File: src/rtl/fifo_rd_32_to_128_pkg.sv
// Purpose : shared definitions for the OPB fifo width converters
//           (fifo_rd_32_to_128 and fifo_wr_128_to_32).
// Latency : n/a (types and constants only).
// Backpressure : n/a.
// Contents: converter FSM state encoding, default narrow/wide widths and
//           the number of narrow lanes per wide word.
package fifo_rd_32_to_128_pkg;

  // Narrow (OPB fifo) word width and wide (assembled) word width defaults.
  localparam int I_W_WIDTH_DEF = 32;
  localparam int O_W_WIDTH_DEF = 128;

  // Narrow words per wide word.
  localparam int LANES = 4;

  // Converter state encoding. Encodings 6 and 7 are unused and recover
  // to ST_INIT.
  typedef enum logic [2:0] {
    ST_INIT = 3'd0,
    ST_POP0 = 3'd1,
    ST_POP1 = 3'd2,
    ST_POP2 = 3'd3,
    ST_POP3 = 3'd4,
    ST_FULL = 3'd5
  } fifo_state_e;

endpackage : fifo_rd_32_to_128_pkg

File: src/rtl/fifo_rd_32_to_128.sv
// Purpose : reads four narrow words from a first-word-fall-through OPB fifo
//           and presents them as one wide word (first word in the top lane).
// Latency : one capture every 2 cycles; rdy rises the cycle after the 4th
//           capture (captures at 0,2,4,6 -> rdy at 7 with data always there).
// Backpressure: stalls in the current lane while not_empty=0; stops popping
//           while rdy=1 until the consumer pulses i_pull.
//
// Ports:
//   clk       single clock, all state changes on posedge
//   reset     asynchronous, active-high
//   idata     head word of the OPB fifo, valid while not_empty
//   not_empty OPB fifo holds at least one word
//   o_pop     registered one-cycle pop strobe to the OPB fifo
//   odata     registered assembled word
//   rdy       registered, odata holds a complete word
//   i_pull    consumer takes odata, honoured only while rdy=1
//
// Build option: define FIFO_RD_BYTE_SWAP_EN to byte-reverse every captured
// narrow word before it is stored in its lane. Timing is identical either way.
module fifo_rd_32_to_128
  import fifo_rd_32_to_128_pkg::*;
#(
  parameter int i_w_width = I_W_WIDTH_DEF,
  parameter int o_w_width = O_W_WIDTH_DEF
) (
  input  logic                 clk,
  input  logic                 reset,
  input  logic [i_w_width-1:0] idata,
  input  logic                 not_empty,
  output logic                 o_pop,
  output logic [o_w_width-1:0] odata,
  output logic                 rdy,
  input  logic                 i_pull
);

  fifo_state_e          state;
  logic [o_w_width-1:0] shadow;
  logic [o_w_width-1:0] shadow_nxt;
  logic [i_w_width-1:0] cap_word;
  logic [1:0]           lane;
  logic                 cap_en;

  // Capture-path data formatting.
`ifdef FIFO_RD_BYTE_SWAP_EN
  // Byte b of the stored word comes from byte (nbytes-1-b) of the fifo word.
  localparam int NBYTES = i_w_width / 8;
  for (genvar b = 0; b < NBYTES; b++) begin : g_swap
    assign cap_word[b*8 +: 8] = idata[(NBYTES-1-b)*8 +: 8];
  end
`else
  assign cap_word = idata;
`endif

  // Capture is allowed only in a popN state when the fifo has a word and
  // no pop is in flight. The o_pop term keeps us from re-reading the head
  // word before the fifo has advanced past it, so pops are never
  // back to back.
  always_comb begin
    cap_en = 1'b0;
    lane   = 2'd0;
    case (state)
      ST_POP0: begin cap_en = not_empty && !o_pop; lane = 2'd0; end
      ST_POP1: begin cap_en = not_empty && !o_pop; lane = 2'd1; end
      ST_POP2: begin cap_en = not_empty && !o_pop; lane = 2'd2; end
      ST_POP3: begin cap_en = not_empty && !o_pop; lane = 2'd3; end
      default: begin cap_en = 1'b0; lane = 2'd0; end
    endcase
  end

  // Lane 0 is the most significant narrow slice of the wide word.
  always_comb begin
    shadow_nxt = shadow;
    shadow_nxt[o_w_width-1-int'(lane)*i_w_width -: i_w_width] = cap_word;
  end

  // Single-process FSM; all outputs registered.
  always_ff @(posedge clk or posedge reset) begin
    if (reset) begin
      state  <= ST_INIT;
      o_pop  <= 1'b0;
      rdy    <= 1'b0;
      odata  <= '0;
      shadow <= '0;
    end else begin
      // Pop strobe is a single-cycle pulse following each capture.
      o_pop <= 1'b0;
      case (state)
        ST_INIT: begin
          state <= ST_POP0;
        end
        ST_POP0: begin
          if (cap_en) begin
            shadow <= shadow_nxt;
            o_pop  <= 1'b1;
            state  <= ST_POP1;
          end
        end
        ST_POP1: begin
          if (cap_en) begin
            shadow <= shadow_nxt;
            o_pop  <= 1'b1;
            state  <= ST_POP2;
          end
        end
        ST_POP2: begin
          if (cap_en) begin
            shadow <= shadow_nxt;
            o_pop  <= 1'b1;
            state  <= ST_POP3;
          end
        end
        ST_POP3: begin
          // Last lane: publish the full word straight from the merged
          // shadow so odata/rdy appear one cycle after the capture.
          if (cap_en) begin
            shadow <= shadow_nxt;
            odata  <= shadow_nxt;
            rdy    <= 1'b1;
            o_pop  <= 1'b1;
            state  <= ST_FULL;
          end
        end
        ST_FULL: begin
          // odata is left untouched so it stays stable until the next fill
          // completes.
          if (i_pull) begin
            rdy   <= 1'b0;
            state <= ST_POP0;
          end
        end
        default: begin
          rdy   <= 1'b0;
          state <= ST_INIT;
        end
      endcase
    end
  end

endmodule : fifo_rd_32_to_128

File: config.mk
export PLATFORM = sky130hd
export DESIGN_NAME = fifo_rd_32_to_128
export DESIGN_NICKNAME = d
export VERILOG_FILES = /design/src/rtl/fifo_rd_32_to_128_pkg.sv /design/src/rtl/fifo_rd_32_to_128.sv
export SDC_FILE = /design/constraint.sdc
export NUM_CORES = 1
export LEC_CHECK = 0
export BUFFER_PORTS_ARGS = -buffer_cell sky130_fd_sc_hd__buf_2
export CAP_MARGIN = 20
export CORE_MARGIN = 2
export CORE_UTILIZATION = 58
export DETAILED_ROUTE_END_ITERATION = 12
export PLACE_DENSITY = 0.8
export RECOVER_POWER = 100
export SKIP_LAST_GASP = 1
export SYNTH_ARGS = -nofsm -noshare
export SYNTH_HDL_FRONTEND = slang
export SYNTH_SLANG_ARGS = --single-unit
export TNS_END_PERCENT = 20
File: constraint.sdc
create_clock -name clk -period 11.6 [get_ports clk]
set_input_delay 0.58 -clock clk [delete_from_list [all_inputs] [get_ports clk]]
set_output_delay 0.58 -clock clk [all_outputs]
set_load 0.1 [all_outputs]
======== Word level (Yosys, flattened, before mapping) ========
Index checks and enable logic that the tools add are counted.
word-level totals
  bits in registers ....................... 261
  bits in latches ......................... 0
  memory bits (writable) .................. 0
  bits in read-only memories .............. 0
  input bits .............................. 36
  output and inout bits ................... 130
  logic and storage cells ................. 43
  memories kept ........................... 0
cells by class
  $add $sub $neg .......................... 2
  multipliers ............................. 0
  div/mod/pow operators ................... 0
  magnitude comparators ................... 0
  equality and inequality tests ........... 10
  shift-type cells ........................ 2
  muxes and demuxes ....................... 14
  bitwise operators ....................... 1
  reductions and logical operators ........ 9
operator list
  operator                     number
  $shift A32 B33 Y159 const A  1
  $shiftx A32 B33 Y159         1
  $bwmux W128                  1
  $neg A8 Y33                  1
  $pmux W3 S6                  1
  $mux W3                      5
  $ne A2 B2 Y1 const B         5
  $reduce_or A4 Y1             2
  $sub A7 B7 Y8 const A        1
  $eq A3 B2 Y1 const B         2
  $eq A3 B3 Y1 const B         2
  $pmux W2 S3                  1
  $mux W1                      5
  $reduce_and A5 Y1            1
  $reduce_and A2 Y1            2
  $eq A3 B1 Y1 const B         1
  $logic_not A3 Y1             1
  $pmux W1 S3                  1
  $reduce_and A3 Y1            1
  $logic_and A1 B1 Y1          1
  $logic_not A1 Y1             1
  $not A1 Y1                   1

======== Longest topological paths before layout ========
Gate-level depths: netlist (run 1).
  depth after elaboration ................. 6
  mapped depth ............................ 7
  depth with buffers taken out ............ 3

======== Worst setup path after synthesis (run 1) ========
No wires, ideal clock.
  path type ............................... reg2reg
  start ................................... reg o_pop
  end ..................................... reg odata[0]
  library setup time ...................... 126 ps
  arrival time ............................ 2055 ps
  required time ........................... 11474 ps
  setup slack ............................. 9419 ps
  stages on the path, launching flop included .. 8
  buffers on the path ..................... 4
  clock period less this slack ............ 2181 ps
  path through ............................ dfrtp_1 > nor2b_1 > buf_6 > and3_1 > buf_6 > buf_6 > buf_6 > mux2_4
on the way
  word-level cells in the longest chain between the ends .. 4
RTL lines
  element                      line                      text
  start: declaration           fifo_rd_32_to_128.sv:30   output logic o_pop,
  start signal: assignment     fifo_rd_32_to_128.sv:80   o_pop <= 1'b0;
  start signal: assignment     fifo_rd_32_to_128.sv:86   o_pop <= 1'b0;
  start signal: assignment     fifo_rd_32_to_128.sv:94   o_pop <= 1'b1;
  $logic_not A1 Y1             n/a
  $logic_and A1 B1 Y1          n/a
  $mux W1                      n/a
  $reduce_and A2 Y1 (no line)  n/a
  end signal: assignment       fifo_rd_32_to_128.sv:117  odata <= shadow_nxt;
  end: declaration             fifo_rd_32_to_128.sv:31   output logic [o_w_width-1:0] odata,
No other way between the ends.
A chain may end at the register's enable or synchronous reset.

======== Worst setup path in the final report (run 1) ========
  start ................................... reg state[2]
  end ..................................... reg odata[31]
on the way
  word-level cells in the longest chain between the ends .. 6
  elaborated cells between the ends (all ways) .. 13
RTL lines
  element                                                             line                                              text
  start: declaration                                                  fifo_rd_32_to_128.sv:36                           fifo_state_e state;
  start signal: assignment                                            fifo_rd_32_to_128.sv:79                           state <= ST_INIT;
  start signal: assignment                                            fifo_rd_32_to_128.sv:89                           state <= ST_POP0;
  start signal: assignment                                            fifo_rd_32_to_128.sv:95                           state <= ST_POP1;
  $eq A3 B3 Y1 / $eq A3 B2 Y1 (equally long branches)                 fifo_rd_32_to_128.sv:61, fifo_rd_32_to_128.sv:87
  $pmux W2 S3                                                         fifo_rd_32_to_128.sv:61                           case (state)
  $sub A7 B7 Y8                                                       fifo_rd_32_to_128.sv:73                           shadow_nxt[o_w_width-1-int'(lane)*i_w_width -: i_w_width] = cap_word;
  $neg A8 Y33                                                         fifo_rd_32_to_128.sv:73
  $shiftx A32 B33 Y159 / $shift A32 B33 Y159 (equally long branches)  fifo_rd_32_to_128.sv:73
  $bwmux W128                                                         fifo_rd_32_to_128.sv:73
Parallel ways exist; a longest one is shown, timed or not.

==> impl_metrics.tcl, run 1 <==
set metrics [dict create \
    clock_skew_ps 8.67 \
    async_flop_share 1.00 \
    yosys-top-cells-area "dfrtp_1 65%, mux2_2 20%, mux2_1 3.8%, nand4_1 2.3%, o21ai_0 1.9%" \
    drive_above_1_share 0.312 \
    track_usage 0.225 \
    vias 5238 \
    arrival_ps 5900 \
    clk_pin_slew_worst_paths_ps 60 \
    postCtsSetupBuffers 0 \
    rr_endpoint "odata[31]" \
    rrSetupSlack_ps 6060 \
    ant_nets 0 \
    drt_wl_total_mm 17.8 \
    rows 44 \
    final_common_cell "dfrtp_1" \
    setup_viol 0 \
    grt_pass1_wl_mm 29.3 \
    tightest_slew_ps 4000 \
    core-area_um2 14600 \
    finalCriticalPeriod_ps 5540 \
    synth_top_area_frac 0.653 \
    cts_tree "done" \
    antenna_found_initial 0 \
    ys_types 27 \
    rsz0062_at_grt "false" \
    yosys_warnings 0 \
    fp.dieH_um 127 \
    reg2reg_depth 3 \
    ys_seq_area_frac 0.653 \
    drc_errors 0 \
    fin_tns_setup_ps 0 \
    first_pass_iters 4 \
    finalHoldViolCount 0 \
    syn_to_final_growth_pct 16.8 \
    pin_count 166 \
    outcome "finished with violations" \
    synthCells 577 \
    antennaDiodeCount 0 \
    cp.required_ps 11960 \
    first_global_vias 5516 \
    r2r-start "state[2]" \
    port_buffers 165 \
    wire_per_inst_um 19.0 \
    fin_nets 770 \
    cts.path.max_buffers 3 \
    startpoint_type "flip-flop" \
    die_w_um 127 \
    dp_hpwl_mm 11.1 \
    start_util 0.599 \
    drv_cap 7 \
    synth_nets 613 \
    syn_area_per_cell_um2 15.2 \
    synth-edff-count 0 \
    clkLatencyLatePin_ps 490 \
    grt_max_degree 153 \
    htree_levels 1 \
    cts_hold_buffers 0 \
    cts-buffers-inserted 23 \
    die_area_um2 16100 \
    period_share 0.478 \
    critPathMaxFanout 52 \
    cts_sinks 229 \
    gp_congestion 0.728 \
    vias_per_cell 5.61 \
    crit_type "reg2reg" \
    ys_seq_elements 229 \
    hold_path_class "in2async" \
    worstSetupEndpointType "flip-flop" \
    gr-total-overflow 0 \
    report.final.slew_viol_count 306 \
    clockRootBuffer "clkbuf_16" \
    violations "capacitance limit, slew limit" \
    syn_area_um2 8770 \
    drt-initial-drc-count 337 \
    yosys.area.top_type "dfrtp_1" \
    post_cts_resized 0 \
    synth_ff_type "dfrtp_1" \
    mostFrequentLayoutCells "229 x dfrtp_1, 155 x mux2_2, 136 x clkbuf_1, 37 x mux2_1" \
    timing.fmax_ghz 0.180 \
    max-slew-margin-rel -1.67 \
]
[Yosys cell counts, types with 2 or more instances]
master	n
mux2_1	30
buf_2	13
buf_6	4
nor2_1	2
dfrtp_1	229
inv_1	33
clkbuf_1	12
nand4_1	32
buf_4	9
mux2_2	155
mux2_4	7
o21ai_0	34
and2_1	2
nor2b_1	2
[sequential cells by signal, indices dropped and copies added, names as in the netlist]
signal  flops
shadow     96
odata     128
o_pop       1
state       3
rdy         1
[through the flow]
stage,instances,setup slack (ps),util,hold WS (ps),instance area (um2)
after floorplan,577,4740,-,450,8770
after global placement,891,8290,0.660,459,9670
after detailed placement,891,8170,0.660,471,9670
after CTS,932,8410,0.713,347,10400
after global routing,934,5360,0.700,352,10200
final,934,6060,0.700,281,10200
[layout make-up]
type | count | area (um2)
Sequential cell | 229 | 5730
Fill cell | 1085 | 4390
Multi-Input combinational cell | 277 | 2680
Timing Repair Buffer | 170 | 704
Inverter | 33 | 125
Tap cell | 184 | 230
Clock inverter | 10 | 105
Clock buffer | 31 | 676
[cells by family after synthesis]
kind of cell	synth area share
compound gates	0.0211
xor+xnor	0.00200
buf+inv	0.0395
flops	0.653
mux	0.249
simple gates	0.0349
[metal layers]
layer	part of all wire	vias to the layer above	track usage
li1	-	2336	-
met1	0.42	2721	0.295
met2	0.51	155	0.390
met3	0.054	26	0.0465
met4	0.020	0	0.0575
met5	0	-	0
[critical path, stage by stage (launching register included)]
cell and delay (ps):
dfrtp_1 1260, and3_1 1630, clkbuf_1 1980, mux2_2 470
[how the worst max path moves through the flow]
stage	from	cells past startpoint	to	slack, ps
global route	reset	4	odata[31]	5360
global placement	not_empty	5	odata[32]	8290
detailed placement	not_empty	5	odata[38]	8170
finish	state[2]	3	odata[31]	6060
floorplan	reset	1	o_pop	4740
CTS	state[1]	4	odata[11]	8410
Power of run 1 is left out: the tool's default activity adds up to more than one toggle a clock period on the data nets, which glitch-free logic cannot reach.
==> inputs of run 2 (changes only) <==
--- a/config.mk
+++ b/config.mk
@@ -5,12 +5,13 @@
 export SDC_FILE = /design/constraint.sdc
 export NUM_CORES = 1
 export LEC_CHECK = 0
+export ABC_AREA = 1
 export BUFFER_PORTS_ARGS = -buffer_cell sky130_fd_sc_hd__buf_2
 export CAP_MARGIN = 20
 export CORE_MARGIN = 2
-export CORE_UTILIZATION = 58
+export CORE_UTILIZATION = 56
 export DETAILED_ROUTE_END_ITERATION = 12
-export PLACE_DENSITY = 0.8
+export PLACE_DENSITY = 0.76
 export RECOVER_POWER = 100
 export SKIP_LAST_GASP = 1
 export SYNTH_ARGS = -nofsm -noshare
==> constraint.sdc (replaced) <==
create_clock -name clk -period 5.8 [get_ports clk]
set_input_delay 0.29 -clock clk [delete_from_list [all_inputs] [get_ports clk]]
set_output_delay 0.29 -clock clk [all_outputs]
set_load 0.1 [all_outputs]
==> run 2 against run 1 <==
Compared with the run above: the flow still finishes with violations (capacitance limit, slew limit); fmax is 39% higher; via count increased by 63%; non-clock buffer count is 20 higher; first-iteration DRC count grew to 2.6 times the previous value; synthesized area up 14%; cell count increased by 77%; critical path depth grew 4; count of clock-buffer cells in the layout rose by 3; clock skew is 2.7 ps higher; sequential share of layout area decreased by 6.9 points; critical endpoint is now shadow[57].
==> impl_metrics.tcl, run 2 <==
set metrics [dict create \
    largest_reg_flops 128 \
    startpoint "state[0]" \
    utilization 0.673 \
    gp_congestion 0.757 \
    rows 48 \
    vias 8520 \
    async_flop_share 1.00 \
    finalHoldViolCount 0 \
    drive_above_1_share 0.0617 \
    synth_top_area_frac 0.574 \
    grt_pass1_wl_mm 38.6 \
    report.final.slew_viol_count 80 \
    startpoint_type "flip-flop" \
    drt-initial-drc-count 865 \
    clkLatencyLatePin_ps 510 \
    wire_per_inst_um 14.4 \
    outcome "finished with violations" \
    fp.dieH_um 137 \
    die_w_um 137 \
    placed_cell_area_um2 10800 \
    hold_path_class "in2reg" \
    arrival_ps 4390 \
    vias_per_cell 5.16 \
    clk_pin_slew_worst_paths_ps 60 \
    fin_tns_setup_ps 0 \
    dp_hpwl_mm 13.6 \
    port_buffers 165 \
    cts_sinks 229 \
    clockRootBuffer "clkbuf_16" \
    pin_count 166 \
    ys_types 19 \
    drc_errors 0 \
    track_usage 0.250 \
    synth-edff-count 0 \
    syn_area_um2 9980 \
    critPathMaxStageDelay_ps 1260 \
    synth_common_cells "712 x nand2_1, 229 x dfrtp_1, 73 x nand3_1" \
    htree_levels 1 \
    critPathBufInv 2 \
    core-area_um2 17400 \
    max-slew-margin-rel -0.195 \
    post-place-ws_ps 2490 \
    rsz0062_at_grt "false" \
    fin_ws_ps 1800 \
    ys_seq_area_frac 0.574 \
    synth_nets 1307 \
    die_area_um2 18900 \
    worstHoldPathCells 3 \
    syn_area_per_cell_um2 7.85 \
    min_from "idata[8]" \
    mostFrequentLayoutCells "712 x nand2_1, 229 x dfrtp_1, 133 x clkbuf_1, 71 x nand3_1, 70 x inv_1" \
    crit_type "reg2reg" \
    worstSetupEndpointType "flip-flop" \
    cts.path.max_buffers 3 \
    drt_wl_total_mm 23.7 \
    cts_tree "done" \
    yosys.area.top_type "dfrtp_1" \
    gr-total-overflow 0 \
    regMostFlops "odata" \
    worst_path_most_repeated_cell "nand2_1" \
    cp.depth 7 \
    critPathMaxFanout 96 \
    slowest_stage "a21oi_4" \
    violations "capacitance limit, slew limit" \
    grt_max_degree 190 \
    syn_to_final_growth_pct 17.1 \
    reg2reg_depth 7 \
    cp.required_ps 6190 \
    timing.fmax_ghz 0.250 \
    ant_nets 0 \
    finalCriticalPeriod_ps 4000 \
    first_pass_iters 5 \
    r2r-start "state[0]" \
    start_util 0.575 \
    yosys-top-cells-area "dfrtp_1 57%, nand2_1 27%, nand3_1 3.7%, o21ai_0 3.3%, inv_1 2.7%" \
    setup_viol 0 \
    ys_seq_elements 229 \
    critPathTopFamily "simple AND/OR/NAND/NOR gates" \
    tightest_slew_ps 1780 \
    postLayoutCellArea_um2 11700 \
    top_regs "odata: 128 flops, shadow: 96 flops, state: 3 flops" \
    yosys_warnings 0 \
    cts-buffers-inserted 24 \
    synth_ff_type "dfrtp_1" \
    antenna_found_initial 0 \
    synthCells 1271 \
    post_cts_resized 0 \
    fin_nets 1446 \
    first_global_vias 7981 \
    cp_cell_sequence "nor2_1, nand2_1, a21oi_4, clkinvlp_2, buf_4, nand2_1, nand2_1" \
    post-synth-top-count-cell "nand2_1" \
    antennaDiodeCount 0 \
    drv_cap 3 \
    period_share 0.690 \
    clock_skew_ps 11.4 \
    final_common_cell "nand2_1" \
]
run 2: cell types whose count changed after synthesis, moves of 2 or more:
cell	previous run	this run
nor2b_1	2	0
inv_1	33	72
buf_4	9	1
nand2_1	1	712
buf_2	13	38
mux2_1	30	0
mux2_2	155	0
o21ai_0	34	65
clkbuf_1	12	36
mux2_4	7	0
buf_6	4	1
nand3_1	0	73
and2_1	2	0
run 2: per-layer routing:
layer / wire (um) / part of all wire / global-route usage
met1: 10700 / 0.45 / 0.361
met2: 11200 / 0.47 / 0.405
met3: 1470 / 0.062 / 0.0379
met4: 325 / 0.014 / 0.0550
met5: 0 / 0 / 0
run 2: layout make-up:
class,count,area [um2]
repair buffers,190,931
clock buffers,34,719
inverters,73,279
flip-flops and latches,229,5730
fillers,1493,5670
multi-input cells,892,3650
well taps,225,282
clock inverters,9,95.1
run 2: through the flow:
stage                     hold WS (ps)  std cells
after floorplan                    400       1271
after global placement             453       1589
after detailed placement           458       1589
after CTS                       0.0170       1651
after global routing              19.8       1652
final                             4.58       1652
run 2: worst min-delay path: cells and delay by family:
kind / cells / cell delay (ps)
and+or+nand+nor: 2 / 100
buffers and inverters: 1 / 90
run 2: what timing repair did:
action                                 CTS  global route
hold buffers                            19             0
endpoints found under the hold margin   58             0
setup buffers                            0             0
run 2: cells by family (layout without fill, tap and decap cells):
group	Yosys count	in the layout	share of synthesized area
AO/OA/AOI/OAI	69	69	0.0360
AND/OR/NAND/NOR	823	823	0.327
buffers and inverters	150	306	0.0623
flip-flops	229	229	0.574
run 2: worst paths after layout:
check	endpoint	slack, ps
max in group asynchronous	shadow[96]	3320
worst min-delay path	odata[8]	5
min in group asynchronous	odata[59]	790
worst max register to register	shadow[57]	1800
worst max-delay path	shadow[57]	1800
worst min register to register	shadow[40]	470
Power of run 2 is left out for the same reason.
